==> config.mk <==
export PLATFORM = sky130hd
export DESIGN_NAME = imu_bias_cal
export DESIGN_NICKNAME = d
export VERILOG_FILES = /design/src/rtl/imu_bias_cal.sv
export SDC_FILE = /design/constraint.sdc
export NUM_CORES = 1
export LEC_CHECK = 0
export CAP_MARGIN = 20
export CORE_MARGIN = 4
export CORE_UTILIZATION = 30
export CTS_CLUSTER_DIAMETER = 60
export CTS_CLUSTER_SIZE = 16
export DETAILED_ROUTE_END_ITERATION = 16
export HOLD_SLACK_MARGIN = 0.08
export PLACE_DENSITY = 0.55
export SKIP_LAST_GASP = 1
export SYNTH_ARGS = -nofsm -noshare
export SYNTH_HDL_FRONTEND = slang
export SYNTH_SLANG_ARGS = --single-unit
==> constraint.sdc <==
create_clock -name clk -period 3.3 [get_ports clk]
set_input_delay 0.66 -clock clk [delete_from_list [all_inputs] [get_ports clk]]
set_output_delay 0.66 -clock clk [all_outputs]
set_load 0.02 [all_outputs]
==> src/rtl/imu_bias_cal.sv <==
// Gyro bias calibration (average 2^CAL_SHIFT samples) then bias-corrected gyro / accel passthrough.
// Latency: one cycle from in_valid to out_valid in RUN; no output while calibrating.
// Backpressure: none, one sample per cycle. Optional accel IIR low-pass under `define ACCEL_LPF_EN.
module imu_bias_cal #(
    parameter int CAL_SHIFT = 6,
    parameter int LPF_SHIFT = 2
) (
    input  logic               clk,
    input  logic               rst_n,
    input  logic               in_valid,
    input  logic signed [15:0] in_accel_x,
    input  logic signed [15:0] in_accel_y,
    input  logic signed [15:0] in_accel_z,
    input  logic signed [15:0] in_gyro_x,
    input  logic signed [15:0] in_gyro_y,
    input  logic signed [15:0] in_gyro_z,
    input  logic               recal,
    output logic               out_valid,
    output logic signed [15:0] out_accel_x,
    output logic signed [15:0] out_accel_y,
    output logic signed [15:0] out_accel_z,
    output logic signed [15:0] out_gyro_x,
    output logic signed [15:0] out_gyro_y,
    output logic signed [15:0] out_gyro_z,
    output logic               cal_done
);

    localparam int AW = 16 + CAL_SHIFT;
    localparam int CW = CAL_SHIFT + 1;
    localparam logic [CW-1:0] LAST = CW'((1 << CAL_SHIFT) - 1);

    if (CAL_SHIFT < 1 || LPF_SHIFT < 0 || LPF_SHIFT > 15) begin : g_param_chk
        $error("imu_bias_cal: shift parameter out of range");
    end

    typedef enum logic {CAL, RUN} state_t;

    state_t                state;
    logic signed [AW-1:0]  acc_x, acc_y, acc_z;
    logic signed [AW-1:0]  acc_x_nxt, acc_y_nxt, acc_z_nxt;
    logic        [CW-1:0]  cnt;
    logic signed [15:0]    bias_x, bias_y, bias_z;
    logic signed [15:0]    accel_x_src, accel_y_src, accel_z_src;
    logic                  accept;

    function automatic logic signed [15:0] sub_sat(input logic signed [15:0] a,
                                                   input logic signed [15:0] b);
        logic signed [16:0] d;
        d = {a[15], a} - {b[15], b};
        if (d[16] != d[15])
            return d[16] ? 16'sh8000 : 16'sh7fff;
        return d[15:0];
    endfunction

    assign accept    = in_valid && !recal;
    assign acc_x_nxt = acc_x + {{CAL_SHIFT{in_gyro_x[15]}}, in_gyro_x};
    assign acc_y_nxt = acc_y + {{CAL_SHIFT{in_gyro_y[15]}}, in_gyro_y};
    assign acc_z_nxt = acc_z + {{CAL_SHIFT{in_gyro_z[15]}}, in_gyro_z};

`ifdef ACCEL_LPF_EN
    logic signed [15:0] lpf_x, lpf_y, lpf_z;
    logic               lpf_init;

    function automatic logic signed [15:0] lpf_step(input logic signed [15:0] l,
                                                    input logic signed [15:0] a);
        logic signed [16:0] d;
        logic signed [16:0] s;
        d = {a[15], a} - {l[15], l};
        s = {l[15], l} + (d >>> LPF_SHIFT);
        return 16'(s);
    endfunction

    // First accepted sample seeds the filter so it does not ramp up from zero.
    assign accel_x_src = lpf_init ? lpf_step(lpf_x, in_accel_x) : in_accel_x;
    assign accel_y_src = lpf_init ? lpf_step(lpf_y, in_accel_y) : in_accel_y;
    assign accel_z_src = lpf_init ? lpf_step(lpf_z, in_accel_z) : in_accel_z;

    always_ff @(posedge clk or negedge rst_n) begin
        if (!rst_n) begin
            lpf_x    <= '0;
            lpf_y    <= '0;
            lpf_z    <= '0;
            lpf_init <= 1'b0;
        end else if (accept) begin
            lpf_x    <= accel_x_src;
            lpf_y    <= accel_y_src;
            lpf_z    <= accel_z_src;
            lpf_init <= 1'b1;
        end
    end
`else
    assign accel_x_src = in_accel_x;
    assign accel_y_src = in_accel_y;
    assign accel_z_src = in_accel_z;
`endif

    always_ff @(posedge clk or negedge rst_n) begin
        if (!rst_n) begin
            state       <= CAL;
            acc_x       <= '0;
            acc_y       <= '0;
            acc_z       <= '0;
            cnt         <= '0;
            bias_x      <= '0;
            bias_y      <= '0;
            bias_z      <= '0;
            cal_done    <= 1'b0;
            out_valid   <= 1'b0;
            out_accel_x <= '0;
            out_accel_y <= '0;
            out_accel_z <= '0;
            out_gyro_x  <= '0;
            out_gyro_y  <= '0;
            out_gyro_z  <= '0;
        end else begin
            out_valid <= 1'b0;
            if (recal) begin
                state    <= CAL;
                acc_x    <= '0;
                acc_y    <= '0;
                acc_z    <= '0;
                cnt      <= '0;
                cal_done <= 1'b0;
            end else if (in_valid) begin
                case (state)
                    CAL: begin
                        if (cnt == LAST) begin
                            // Top 16 bits of the sum == floor(sum / 2^CAL_SHIFT).
                            bias_x   <= acc_x_nxt[CAL_SHIFT +: 16];
                            bias_y   <= acc_y_nxt[CAL_SHIFT +: 16];
                            bias_z   <= acc_z_nxt[CAL_SHIFT +: 16];
                            acc_x    <= '0;
                            acc_y    <= '0;
                            acc_z    <= '0;
                            cnt      <= '0;
                            cal_done <= 1'b1;
                            state    <= RUN;
                        end else begin
                            acc_x <= acc_x_nxt;
                            acc_y <= acc_y_nxt;
                            acc_z <= acc_z_nxt;
                            cnt   <= cnt + CW'(1);
                        end
                    end
                    RUN: begin
                        out_valid   <= 1'b1;
                        out_gyro_x  <= sub_sat(in_gyro_x, bias_x);
                        out_gyro_y  <= sub_sat(in_gyro_y, bias_y);
                        out_gyro_z  <= sub_sat(in_gyro_z, bias_z);
                        out_accel_x <= accel_x_src;
                        out_accel_y <= accel_y_src;
                        out_accel_z <= accel_z_src;
                    end
                    default: state <= CAL;
                endcase
            end
        end
    end

endmodule

==> results.md, run 1 <==
* Run status: complete, no violations
* Dpl ws at -344.8 ps
* Initial Util at a little under a third
* Cell Area, Synth at roughly 14000 um2
* Cell breakdown of the critical path: clkdlybuf4s50_1 -> ha_1 -> fa_1 -> a211oi_1 -> or3_1 -> a21oi_1 -> o21bai_1 -> o21ai_0 -> o41ai_1 -> xnor2_1 -> mux2_2
* Post-synth top area share at 39.89%
* Post-Layout Cell Count at between 2000 and 3000
* Number of design-rule violations left by the first detailed-router iteration at between 500 and 600
* Path type of the worst min-delay path: reg2reg
* Post-route fraction of the period consumed by the critical path at 94.58%
* Gr ovfl total at 0
* Largest area contributor in the synthesized netlist: sky130_fd_sc_hd__dfrtp_1
* Number of flip-flops and latches in the synthesized netlist at 220
* Buffers & Inverters on Critical Path at 1
* Setup crit start kind: primary input
* Dominant register cell in the synthesized netlist: sky130_fd_sc_hd__dfrtp_1
* Slowest Stage Delay on Critical Path at 430 ps
* Max-cap viol count at 0
* Die Y-Extent at around 220 um
* Final Cell Area at ~19000 um2
* Post-Place Cells at around 2500
* Post-synth EDFFs at 0
* Ranking of synthesized cells by instance count: sky130_fd_sc_hd__nand2_1, sky130_fd_sc_hd__dfrtp_1, sky130_fd_sc_hd__a21oi_1, sky130_fd_sc_hd__o21ai_0, sky130_fd_sc_hd__ha_1
* Total nets after synthesis at approximately 1700
* Number of cells upsized or downsized after cts at 0
* Instance area at placement at 17870 um2
* Total area of multi-input combinational cells at between 7000 and 8000 um2
* TritonCTS Sinks at between 200 and 250
* Dominant cells by area after synthesis: sky130_fd_sc_hd__dfrtp_1, sky130_fd_sc_hd__ha_1, sky130_fd_sc_hd__nand2_1
* Power per cell area at 444.7 nW/um2
* CP arrival at 3560 ps
* Initial antenna violation count at 2
* Area growth from synthesis to layout at 36.90%
* Via count at roughly 12000
* Largest buffer count on any clock path at 3
* Mean instance size in the synthesized netlist at roughly 9.0 um2
* Routed len/inst at roughly 16 um
* Number of buffers inserted by port buffering at just under 200
* Number of antenna cells inserted at 0
* Die ar. at around 50000 um2
* Required time of the critical path at between 3000 and 4000 ps
* Total clock buffers created by CTS at 29
* DRC errors left at 0
* Yosys cell types at 75
* Count of boundary I/O pins at between 150 and 200
* Clock tree from TritonCTS: yes
* Total count of max-transition violations in the final report at 0
* Upper clock frequency limit at between 300 and 400 MHz
* Slew at the pin with the worst max-slew slack at between 700 and 800 ps
* Post-layout minimum cycle time at 3121 ps
* Count of synthesis-stage warnings from yosys at 0
* Post-detailed-route via-to-cell ratio at approximately 5
* Number of setup violations in the final report at 0
* DPL Wire Length at approximately 30000 um
* Count of filler cells inserted in the layout at around 4400
* Number of rows in the core area at just under 80
* Die width at roughly 220 um
* Maximum number of pins on one net before global-route repair at 101
* Fraction of final layout cells with drive strength greater than 1 at between 10% and 20%
* Routed wire length at about 40000 um
* Remaining number of nets flagged by the antenna check after routing at 0
* Cell with the biggest individual delay on the critical path: sky130_fd_sc_hd__clkdlybuf4s50_1
* Core region area at between 40000 and 50000 um2
* Setup repair after global routing missed its margin: false
* Wire length of the first global-routing pass at roughly 66000 um
* Sequential cell area fraction in the yosys report at between 30 and 40%
* Crit path kind: in2reg
* Library cell used as clock root buffer: sky130_fd_sc_hd__clkbuf_16
* Number of failing hold endpoints at the final stage at 0
* Count of H-tree levels built during CTS at 1
* Area used by sequential logic in the layout at 5505 um2
* Later-pin clock latency in the skew report at between 500 and 600 ps
* Number of optimization iterations in the first detailed-route pass at 5
* Setup_tns at 0 ps
* Syn Inst Count at around 1500
* Maximum VDD drop at around 0.28 mV
* Leakage Power at 8.985 nW
* Nets at roughly 2100
* Final worst clock skew at 32.09 ps
* Via count of the first global-routing pass at 12560
* Global placement routability congestion at 0.8660
* Kind of end point of the critical path: flop
* Global-route total usage across every layer at around 16%
* Worst-case setup margin in the final layout at 178.7 ps
* # Post-CTS Setup Buffers at 0
* Cell class contributing the biggest share of worst-path delay: compound AO/OA/AOI/OAI gates
* WHS at approximately 480 ps
* Synth async-reset ratio at 100.0%
* Clock Pin Slew Worst Setup and Hold Paths at around 70 ps
* Worst slew margin relative to its limit at ~50%
* Largest fanout on the critical path at 3
* Most common cell in the synthesized netlist: sky130_fd_sc_hd__nand2_1
[where the power goes]
part           switching, mW  internal, mW  total, mW  leakage, nW
Sequential            0.0785          2.82       2.90         2.92
Clock                   1.38          1.92       3.30        0.489
Combinational           1.12          1.09       2.21         5.57
[final timing paths]
| kind | startpoint | to | slack (ps) | cells past startpoint |
|---|---|---|---|---|
| setup / recovery | in_gyro_z[0] | bias_z[14]$_DFFE_PN0P_ | 180 | 11 |
| hold / removal | out_accel_x[1]$_DFFE_PN0P_ | out_accel_x[1]$_DFFE_PN0P_ | 480 | 2 |
| setup reg to reg | acc_z[0]$_DFFE_PN0P_ | bias_z[14]$_DFFE_PN0P_ | 340 | 10 |
| hold reg to reg | out_accel_x[1]$_DFFE_PN0P_ | out_accel_x[1]$_DFFE_PN0P_ | 480 | 2 |
| max in group asynchronous | rst_n | bias_z[10]$_DFFE_PN0P_ | 1780 | 3 |
| min in group asynchronous | rst_n | acc_y[3]$_DFFE_PN0P_ | 630 | 2 |
[final cells by class]
class | instances | share of cell area [%]
clock buffers | 34 | 4.153
clock inverters | 18 | 1.205
inverters | 81 | 1.609
multi-input cells | 1168 | 41.17
flip-flops and latches | 220 | 29.14
well taps | 600 | 3.974
repair buffers | 395 | 18.74
[cell usage in the layout (no fill, tap or decap), types with 8 or more instances in the layout]
cell type / count
sky130_fd_sc_hd__buf_4: 191
sky130_fd_sc_hd__o21ai_0: 121
sky130_fd_sc_hd__and3_1: 13
sky130_fd_sc_hd__mux2_2: 22
sky130_fd_sc_hd__nand3_1: 26
sky130_fd_sc_hd__a22o_1: 53
sky130_fd_sc_hd__a21oi_1: 124
sky130_fd_sc_hd__a21o_1: 31
sky130_fd_sc_hd__xnor2_1: 63
sky130_fd_sc_hd__a31oi_1: 8
sky130_fd_sc_hd__inv_1: 80
sky130_fd_sc_hd__nor2b_1: 13
sky130_fd_sc_hd__ha_1: 112
sky130_fd_sc_hd__o21bai_1: 12
sky130_fd_sc_hd__nand2b_1: 18
sky130_fd_sc_hd__clkdlybuf4s50_1: 196
sky130_fd_sc_hd__or2_2: 8
sky130_fd_sc_hd__o21ai_1: 13
sky130_fd_sc_hd__o21a_1: 13
sky130_fd_sc_hd__nor3_1: 21
sky130_fd_sc_hd__a211oi_1: 9
sky130_fd_sc_hd__nand2_1: 271
sky130_fd_sc_hd__o211ai_1: 12
sky130_fd_sc_hd__dfrtp_1: 220
sky130_fd_sc_hd__nor2_1: 61
sky130_fd_sc_hd__clkbuf_16: 29
sky130_fd_sc_hd__xor2_1: 27
sky130_fd_sc_hd__o31ai_1: 15
[layer usage]
| metal | part of all wire [%] | wire length (um) | vias to the layer above | global-route usage [%] |
|---|---|---|---|---|
| li1 | - | - | 6157 | - |
| met1 | 47 | 18760 | 5770 | 21.23 |
| met2 | 46 | 18220 | 260 | 26.36 |
| met3 | 4.8 | 1929 | 56 | 3.131 |
| met4 | 2.5 | 994 | 4 | 3.937 |
| met5 | 0.085 | 34 | - | 0 |
[flip-flops by register name (all words and copies together), names as in the netlist]
name,flops
bias_y,16
out_accel_y,16
out_gyro_z,16
acc_y,22
acc_z,22
bias_z,16
cnt,7
cal_done,1
out_gyro_x,16
out_gyro_y,16
out_accel_z,16
acc_x,22
state,1
out_accel_x,16
bias_x,16
out_valid,1
[metrics by stage]
| step | utilization (%) | power (mW) |
|---|---|---|
| 2_1_floorplan | - | 4.268 |
| 3_3_place_gp | 39.38 | 5.123 |
| 3_5_place_dp | 39.38 | 5.142 |
| 4_1_cts | 41.63 | 8.525 |
| 5_1_grt | 41.63 | 8.901 |
| 6_report | 41.63 | 8.402 |
[timing repair]
item                                    4_1_cts  5_1_grt
endpoints found under the hold margin        43        0
hold buffers                                  1        0
endpoints found under the setup margin        0        0
[logic make-up after synthesis]
logic type / count (synthesis) / synth area share, %
AOI/OAI and AO/OA: 469 / 22.20
xor gates and xnor gates: 92 / 6.030
adders and majority gates: 118 / 11.03
buffers and inverters: 137 / 3.899
DFF: 220 / 39.89
muxes: 25 / 2.013
and+or+nand+nor: 464 / 14.94
[worst min-delay path: stages (launching register included)]
cell	delay, ps
sky130_fd_sc_hd__dfrtp_1	340
sky130_fd_sc_hd__nand2_1	50
sky130_fd_sc_hd__nand2_1	50
Note: power is estimated with default switching activity, not from simulation.
==> inputs of run 2 (changes only) <==
- PLACE_DENSITY: 0.55 -> unset
- clock period: 3.3 -> 3.8 ns (I/O delays scaled with it)
==> results.md, run 2 (synthesis gave the netlist of run 1 again) <==
* Run status: complete, no violations
* Post-Layout Cell Count at 2353 (-6.5%)
* Slew at the pin with the worst max-slew slack at 802.4 ps (+47.31 ps)
* DRC errors left at 0 (unchanged)
* Die Y-Extent at 222.5 um (unchanged)
* Power per cell area at 389.2 nW/um2 (-12%)
* Max-cap viol count at 0 (unchanged)
* Largest fanout on the critical path at 3 (unchanged)
* Number of design-rule violations left by the first detailed-router iteration at 579 (+14%)
* Post-route fraction of the period consumed by the critical path at approximately 87%
* Later-pin clock latency in the skew report at 550 ps (-20 ps)
* Clock Pin Slew Worst Setup and Hold Paths at 70 ps (about the same)
* Core region area at 45380 um2 (unchanged)
* Routed len/inst at 16.21 um (+2.2%)
* Number of antenna cells inserted at 0 (unchanged)
* TritonCTS Sinks at 220 (unchanged)
* Global placement routability congestion at 0.8921 (+3.0%)
* Number of rows in the core area at 78 (unchanged)
* Final Cell Area at 17600 um2 (-6.8%)
* Path type of the worst min-delay path: in2async
* Number of buffers inserted by port buffering at 197 (unchanged)
* Count of H-tree levels built during CTS at 1 (unchanged)
* Post-detailed-route via-to-cell ratio at 5.020 (+3.1%)
* Clock tree from TritonCTS: yes
* Count of boundary I/O pins at 198 (unchanged)
* Kind of end point of the critical path: flop
* Final core utilization at 38.78% (-2.8 points)
* Die ar. at 49490 um2 (unchanged)
* Upper clock frequency limit at between 300 and 400 MHz
* Wire length of the first global-routing pass at 62310 um (-5.3%)
* Nets at 1952 (-7.6%)
* Number of failing hold endpoints at the final stage at 0 (unchanged)
* Largest regs: acc_x x22, acc_y x22, acc_z x22
* Dpl ws at -10.61 ps (+334.2 ps)
* Routed wire length at 38150 um (-4.5%)
* Leakage Power at 8.167 nW (-9.1%)
* Largest buffer count on any clock path at 3 (unchanged)
* Via count of the first global-routing pass at 11890 (-5.4%)
* WHS at 113.9 ps (-361.1 ps)
* Maximum VDD drop at 0.2843 mV (+0.48%)
* Post-Place Cells at 2305 (-6.4%)
* # Post-CTS Setup Buffers at 0 (unchanged)
* Hold Buf Count CTS at 0 (-1)
* Gr ovfl total at 0 (unchanged)
* Area growth from synthesis to layout at 27.54%
* Number of cells upsized or downsized after cts at 0 (unchanged)
* Setup_tns at 0 ps (unchanged)
* Worst slew margin relative to its limit at 46.51% (-2.8 points)
* Maximum number of pins on one net before global-route repair at 101 (unchanged)
* Library cell used as clock root buffer: sky130_fd_sc_hd__clkbuf_16
* Number of optimization iterations in the first detailed-route pass at 5 (unchanged)
* Crit path kind: in2reg
* Instance area at placement at 16670 um2 (-6.7%)
* Fraction of final layout cells with drive strength greater than 1 at 7.872% (-7.8 points)
* Required time of the critical path at 4220 ps (+480 ps)
* CP arrival at 3740 ps (+180 ps)
* Final worst clock skew at 26.13 ps (-5.965 ps)
* DPL Wire Length at 28680 um (-5.5%)
* Highest-count cells in the layout ignoring fill and taps: sky130_fd_sc_hd__nand2_1, sky130_fd_sc_hd__dfrtp_1, sky130_fd_sc_hd__clkdlybuf4s50_1
* Setup repair after global routing missed its margin: false
* Post-layout minimum cycle time at 3316 ps
* Setup crit start kind: primary input
* Total clock buffers created by CTS at 27 (-6.9%)
* Remaining number of nets flagged by the antenna check after routing at 0 (unchanged)
* Die width at 222.5 um (unchanged)
* Commonest non-fill, non-tap cell in the layout: sky130_fd_sc_hd__nand2_1
* Via count at 11810 (-3.6%)
* Worst-case setup margin in the final layout at 484.4 ps (+305.7 ps)
* Global-route total usage across every layer at 14.97% (-0.84 points)
* Number of setup violations in the final report at 0 (unchanged)
* Total count of max-transition violations in the final report at 0 (unchanged)
* Power Total at 6.850 mW (-18%)
* Initial antenna violation count at 2 (unchanged)
* Initial Util at 30.41% (unchanged)
## run 2: cell count changes in the layout (fill, tap and decap cells not counted)
cell,before,now
sky130_fd_sc_hd__buf_4,191,34
sky130_fd_sc_hd__clkbuf_8,4,1
sky130_fd_sc_hd__inv_6,3,6
sky130_fd_sc_hd__inv_8,5,2
sky130_fd_sc_hd__clkbuf_16,29,27
sky130_fd_sc_hd__buf_12,6,5
sky130_fd_sc_hd__bufinv_16,2,3
sky130_fd_sc_hd__clkbuf_1,1,2
sky130_fd_sc_hd__clkinv_2,1,2
sky130_fd_sc_hd__clkinv_8,2,1
sky130_fd_sc_hd__clkinvlp_4,3,2
sky130_fd_sc_hd__dlygate4sd3_1,1,0
## run 2: layout make-up
cell class | instances | area (um2)
Fill cell | 4553 | 27780
Inverter | 81 | 304.0
Multi-Input combinational cell | 1168 | 7779
Sequential cell | 220 | 5505
Clock inverter | 18 | 231.5
Tap cell | 600 | 750.7
Timing Repair Buffer | 236 | 2332
Clock buffer | 30 | 696.9
## run 2: critical path, cell delays in order
cell                              delay, ps
sky130_fd_sc_hd__clkdlybuf4s50_1        440
sky130_fd_sc_hd__ha_1                   240
sky130_fd_sc_hd__fa_1                   450
sky130_fd_sc_hd__a211oi_2               320
sky130_fd_sc_hd__or3_1                  180
sky130_fd_sc_hd__a21oi_1                 90
sky130_fd_sc_hd__nor4_1                 410
sky130_fd_sc_hd__o31ai_1                190
sky130_fd_sc_hd__o41ai_2                260
sky130_fd_sc_hd__xnor2_1                130
sky130_fd_sc_hd__mux2_2                 270
## run 2: path summary, 6_finish.rpt
path | start | endpoint | slack [ps] | cells after the start
worst max-delay path | in_gyro_y[0] | bias_y[14]$_DFFE_PN0P_ | 480 | 11
worst min-delay path | rst_n | out_gyro_x[15]$_DFFE_PN0P_ | 110 | 1
worst max register to register | acc_y[0]$_DFFE_PN0P_ | bias_y[14]$_DFFE_PN0P_ | 800 | 10
worst min register to register | out_accel_y[15]$_DFFE_PN0P_ | out_accel_y[15]$_DFFE_PN0P_ | 470 | 2
max in group asynchronous | rst_n | out_accel_x[2]$_DFFE_PN0P_ | 2790 | 2
min in group clk | out_accel_y[15]$_DFFE_PN0P_ | out_accel_y[15]$_DFFE_PN0P_ | 470 | 2
## run 2: layer usage
metal | share of wire (%) | track usage (%) | vias to the layer above
met5 | 0.071 | 0 | -
met4 | 3.1 | 4.335 | 4
met3 | 6.0 | 3.118 | 68
met2 | 45 | 24.63 | 311
met1 | 46 | 20.03 | 5592
li1 | - | - | 5837
## run 2: power breakdown
part           switching [mW]  internal [mW]
clock network            1.11           1.57
logic                   0.914          0.745
registers              0.0682           2.45
==> edit 1: new RTL, config.mk and constraints of run 1 <==
Compare `cnt` against `LAST` with >= in place of ==.
--- a/src/rtl/imu_bias_cal.sv
+++ b/src/rtl/imu_bias_cal.sv
@@ -124,7 +124,7 @@
             end else if (in_valid) begin
                 case (state)
                     CAL: begin
-                        if (cnt == LAST) begin
+                        if (cnt >= LAST) begin
                             // Top 16 bits of the sum == floor(sum / 2^CAL_SHIFT).
                             bias_x   <= acc_x_nxt[CAL_SHIFT +: 16];
                             bias_y   <= acc_y_nxt[CAL_SHIFT +: 16];
Formal check against the unedited RTL: same outputs for any inputs over 4 cycles, from zero or initial values and one cycle with rst_n low; that may be too few to reach the edited logic, so the function may still have changed.
==> edit 1 against run 1 <==
Routed wire length fell by 5.8%; clock skew down 0.0040 ns; sequential cell count unchanged; first-iteration DRC count increased by 10%; non-clock buffer count decreased by 44; cell area shrank 2.5%; setup slack gained 0.051 ns; die area is 1.1% lower; synthesized cell count fell by 3.7%; area after synthesis fell by 1.1%; total power is 0.66% higher; via count down 5.0%; critical endpoint is now bias_z[12]$_DFFE_PN0P_.
==> edit 1: results (changes against run 1) <==
top post-synthesis cells by area dfrtp_1 (40%), ha_1 (10%), nand2_1 (6.9%), xnor2_1 (4.3%), a21oi_1 (4.0%) (was dfrtp_1 (40%), ha_1 (10%), nand2_1 (7.4%), a21oi_1 (4.5%), o21ai_0 (4.4%)); Leak Pwr 8.76 nW (was 8.99 nW); nets 2,017 (was 2,113); Worst R2R Setup Slack 0.42 ns (was 0.34 ns); vias per cell 4.82 (was 4.87); share of cells above drive strength 1 14.9% (was 15.7%); Top Layer Used met4 (was met5); Seq/Total Area, Yosys 40.3% (was 39.9%); status finished clean (unchanged); first-pass GRT wire length 62,800 microns (was 65,800 microns); worst reg-to-reg path cell count 11 (was 10); drt total wl 37,600 microns (was 39,900 microns); Least-Margin Pin Slew 0.647 ns (was 0.755 ns); metal3 WL 1300 microns (was 1930 microns); Reg-to-Reg End bias_z[12]$_DFFE_PN0P_ (was bias_z[14]$_DFFE_PN0P_); met2 WL post-DR 17,800 microns (was 18,200 microns); metal1 wirelength 17,600 microns (was 18,800 microns); TritonCTS Buffers 31 (was 29); initial antenna violation count 0 (was 2); Commonest cells post-synth nand2_1 (249), dfrtp_1 (220), ha_1 (112) (was nand2_1 (271), dfrtp_1 (220), a21oi_1 (124)); pin count of the biggest net entering global routing 107 (was 101); vias in the first global route 12,050 (was 12,564); DRT iter0 DRCs 563 (was 510); clk_skew 0.0281 ns (was 0.0321 ns); DP Area 0.0174 sq mm (was 0.0179 sq mm)
==> edit 1: changes by cell type after synthesis, sizes merged, moves of 10 or more <==
cell,run 1,this run
nand3,26,11
o31ai,15,4
nand4,3,14
a21oi,126,110
nand2,271,249
mux2,22,46
o21bai,12,22
o21ai,134,106
a21o,31,51
==> edit 1: worst register-to-register path: stages (launching register included) <==
cell and delay (ns):
dfrtp_1 0.37, ha_1 0.21, fa_1 0.43, a211oi_1 0.26
nor2_1 0.10, a221o_1 0.34, nand4_1 0.15, a31oi_1 0.13
a22oi_2 0.22, nor2b_1 0.20, xnor2_1 0.10, mux2_2 0.26
==> edit 1: how the worst min path moves through the flow <==
stage / startpoint / to / slack, ns / cells after the start
finish: out_accel_z[2]$_DFFE_PN0P_ / out_accel_z[2]$_DFFE_PN0P_ / 0.48 / 2
floorplan: rst_n / acc_x[0]$_DFFE_PN0P_ / 0.36 / 0
detailed placement: out_accel_y[6]$_DFFE_PN0P_ / out_accel_y[6]$_DFFE_PN0P_ / 0.46 / 2
global placement: out_accel_z[14]$_DFFE_PN0P_ / out_accel_z[14]$_DFFE_PN0P_ / 0.46 / 2
CTS: out_accel_y[8]$_DFFE_PN0P_ / out_accel_y[8]$_DFFE_PN0P_ / 0.48 / 2
global route: out_accel_x[5]$_DFFE_PN0P_ / out_accel_x[5]$_DFFE_PN0P_ / 0.49 / 2
==> edit 1: kinds of logic (layout without fill, tap and decap cells) <==
logic type	count (synthesis)	in the layout	share of synthesized area [%]
xor gates and xnor gates	100	100	6.56
DFF	220	220	40.3
muxes	48	48	3.94
and+or+nand+nor	434	434	14.0
buffers and inverters	131	484	3.71
AOI/OAI and AO/OA	417	417	20.3
adders and majority gates	118	118	11.2
==> edit 1: stage by stage <==
step | hold WS [ns] | TNS, ns | setup WS, ns | std cells
after floorplan | 0.364 | 0 | 0.279 | 1468
after global placement | 0.456 | -15.50 | -0.366 | 2357
after detailed placement | 0.464 | -16.71 | -0.351 | 2357
after CTS | 0.481 | 0 | 0.209 | 2413
after global routing | 0.492 | 0 | 0.0126 | 2413
final | 0.476 | 0 | 0.229 | 2413
==> edit 1: power by group <==
group | total, mW | internal, mW | switching (mW)
registers | 2.92 | 2.83 | 0.0862
clock network | 3.33 | 1.93 | 1.40
logic | 2.21 | 1.08 | 1.13
==> edit 1: area by class of cell <==
cell class	count	area, sq um
clock buffers	38	842
clock inverters	17	176
fillers	4406	26200
inverters	78	293
multi-input cells	1117	7660
flip-flops and latches	220	5510
well taps	592	741
repair buffers	351	3200
==> edit 1: layer usage <==
layer / global-route usage, % / up-vias
li1: - / 5831
met1: 20.0 / 5568
met2: 26.1 / 172
met3: 2.48 / 58
met4: 3.44 / 0
met5: 0 / -
==> edit 2: new RTL, flow settings as in run 1 <==
Made on the original files. Set the parameter `CAL_SHIFT` to 4 (it was 6).
--- a/src/rtl/imu_bias_cal.sv
+++ b/src/rtl/imu_bias_cal.sv
@@ -2,7 +2,7 @@
 // Latency: one cycle from in_valid to out_valid in RUN; no output while calibrating.
 // Backpressure: none, one sample per cycle. Optional accel IIR low-pass under `define ACCEL_LPF_EN.
 module imu_bias_cal #(
-    parameter int CAL_SHIFT = 6,
+    parameter int CAL_SHIFT = 4,
     parameter int LPF_SHIFT = 2
 ) (
     input  logic               clk,
Behaviour: no difference found for any inputs over 4 cycles, from zero or initial values and one cycle with rst_n low; that may be too few to reach the edited logic, so the function may still have changed.
==> edit 2 against run 1 <==
Count of clock-buffer cells in the layout shrank 5; hold slack worse by 0.0043 ns; cell area decreased by 4.0%; largest cell class unchanged; total power increased by 1.7%; setup slack improved by 0.0015 ns; sequential cell count down 8; area after synthesis shrank 3.7%; clock skew decreased by 0.018 ns; routed wire length down 4.1%; largest power group unchanged; combinational power rose by 7%; critical endpoint is now out_gyro_x[11]$_DFFE_PN0P_.
==> edit 2: results (changes against run 1) <==
status finished clean (unchanged); clk_skew 0.0143 ns (was 0.0321 ns); top post-synthesis cells by area dfrtp_1 (40%), ha_1 (10%), nand2_1 (8.0%), o21ai_0 (4.9%), a22o_1 (3.6%) (was dfrtp_1 (40%), ha_1 (10%), nand2_1 (7.4%), a21oi_1 (4.5%), o21ai_0 (4.4%)); max incr delay on CP 0.45 ns (was 0.43 ns); met1 usage 20.5% (was 21.2%); data arrival time of the worst path 3.55 ns (was 3.56 ns); Tot GR Track Use 15.6% (was 15.8%); metal1 wirelength 17,800 microns (was 18,800 microns); Worst Setup SP in_gyro_x[0] (was in_gyro_z[0]); Leak Pwr 8.59 nW (was 8.99 nW); nets 2,041 (was 2,113); RR Startpoint bias_y[0]$_DFFE_PN0P_ (was acc_z[0]$_DFFE_PN0P_); DP Area 0.0171 sq mm (was 0.0179 sq mm); post-synthesis adder-cell area fraction 11.9% (was 11.0%); Synth Area in Compound Gates 21.2% (was 22.2%); sequential cells 212 (was 220); library cells used by synthesis 68 (was 75); metal3 WL 2340 microns (was 1930 microns); initial antenna violation count 0 (was 2); Commonest cells post-synth nand2_1 (284), dfrtp_1 (212), o21ai_0 (131) (was nand2_1 (271), dfrtp_1 (220), a21oi_1 (124)); worst reg-to-reg path cell count 12 (was 10); maximum vdd drop 0.000356 V (was 0.000283 V); DP Wirelength 29,100 microns (was 30,300 microns); share of cell area taken by multi-input logic gates 41.2% (about the same); Least-Margin Pin Slew 0.643 ns (was 0.755 ns); switch share 33.0% (was 30.7%); First-pass DRT Iterations 6 (was 5); WL/cell 15.7 microns (was 15.9 microns); clk tree area frac 5.64% (was 5.36%); Non-clock buffer share 18.2% (was 18.7%); pin count of the biggest net entering global routing 92 (was 101); vias in the first global route 11,818 (was 12,564); Max Fclk 321 MHz (was 320 MHz); crit-path max FO 10 (was 3); met2 WL post-DR 17,100 microns (was 18,200 microns); Largest regs acc_x x20, acc_y x20, acc_z x20 (was acc_x x22, acc_y x22, acc_z x22); Reg-to-Reg End out_gyro_y[0]$_DFFE_PN0P_ (was bias_z[14]$_DFFE_PN0P_); GP Congestion 0.874 (was 0.866); Repair and plain buffers 360 (was 395); vias per cell 4.84 (was 4.87); Fillers 4,326 (was 4,447); Seq/Total Area, Yosys 39.9% (about the same); XOR/XNOR Fraction of Synth Area 5.53% (was 6.03%); Multi-In Gates 1,142 (was 1,168); Top Layer Used met4 (was met5); DRT iter0 DRCs 486 (was 510); worst setup path end out_gyro_x[11]$_DFFE_PN0P_ (was bias_z[14]$_DFFE_PN0P_); Synthesized Nets 1,707 (was 1,743); WHS Endpoint out_accel_x[12]$_DFFE_PN0P_ (was out_accel_x[1]$_DFFE_PN0P_)
## edit 2: power groups by stage
stage                     logic, mW  registers, mW  clock network [mW]
final                          2.36           2.92                3.27
after global routing           2.62           2.95                3.48
after CTS                      2.37           2.92                3.38
after detailed placement       2.35           2.96                   0
after global placement         2.33           2.96                   0
after floorplan                1.32           3.05                   0
## edit 2: through the flow
stage | worst slack (ns) | setup TNS (ns) | instances | utilization [%] | hold WS [ns]
3_5_place_dp | -0.618 | -29.18 | 2382 | 39.3 | 0.462
2_1_floorplan | 0.118 | 0 | 1495 | - | 0.364
5_1_grt | 0.00546 | 0 | 2437 | 41.7 | 0.500
3_3_place_gp | -0.607 | -26.49 | 2382 | 39.3 | 0.454
4_1_cts | 0.00676 | 0 | 2437 | 41.7 | 0.478
6_report | 0.180 | 0 | 2437 | 41.7 | 0.471
## edit 2: what timing repair did
item,in CTS,in global routing
pin swaps,0,2
hold buffers,1,0
setup endpoints to repair,1,34
gates resized for setup,1,6
setup buffers,0,0
endpoints found under the hold margin,13,0
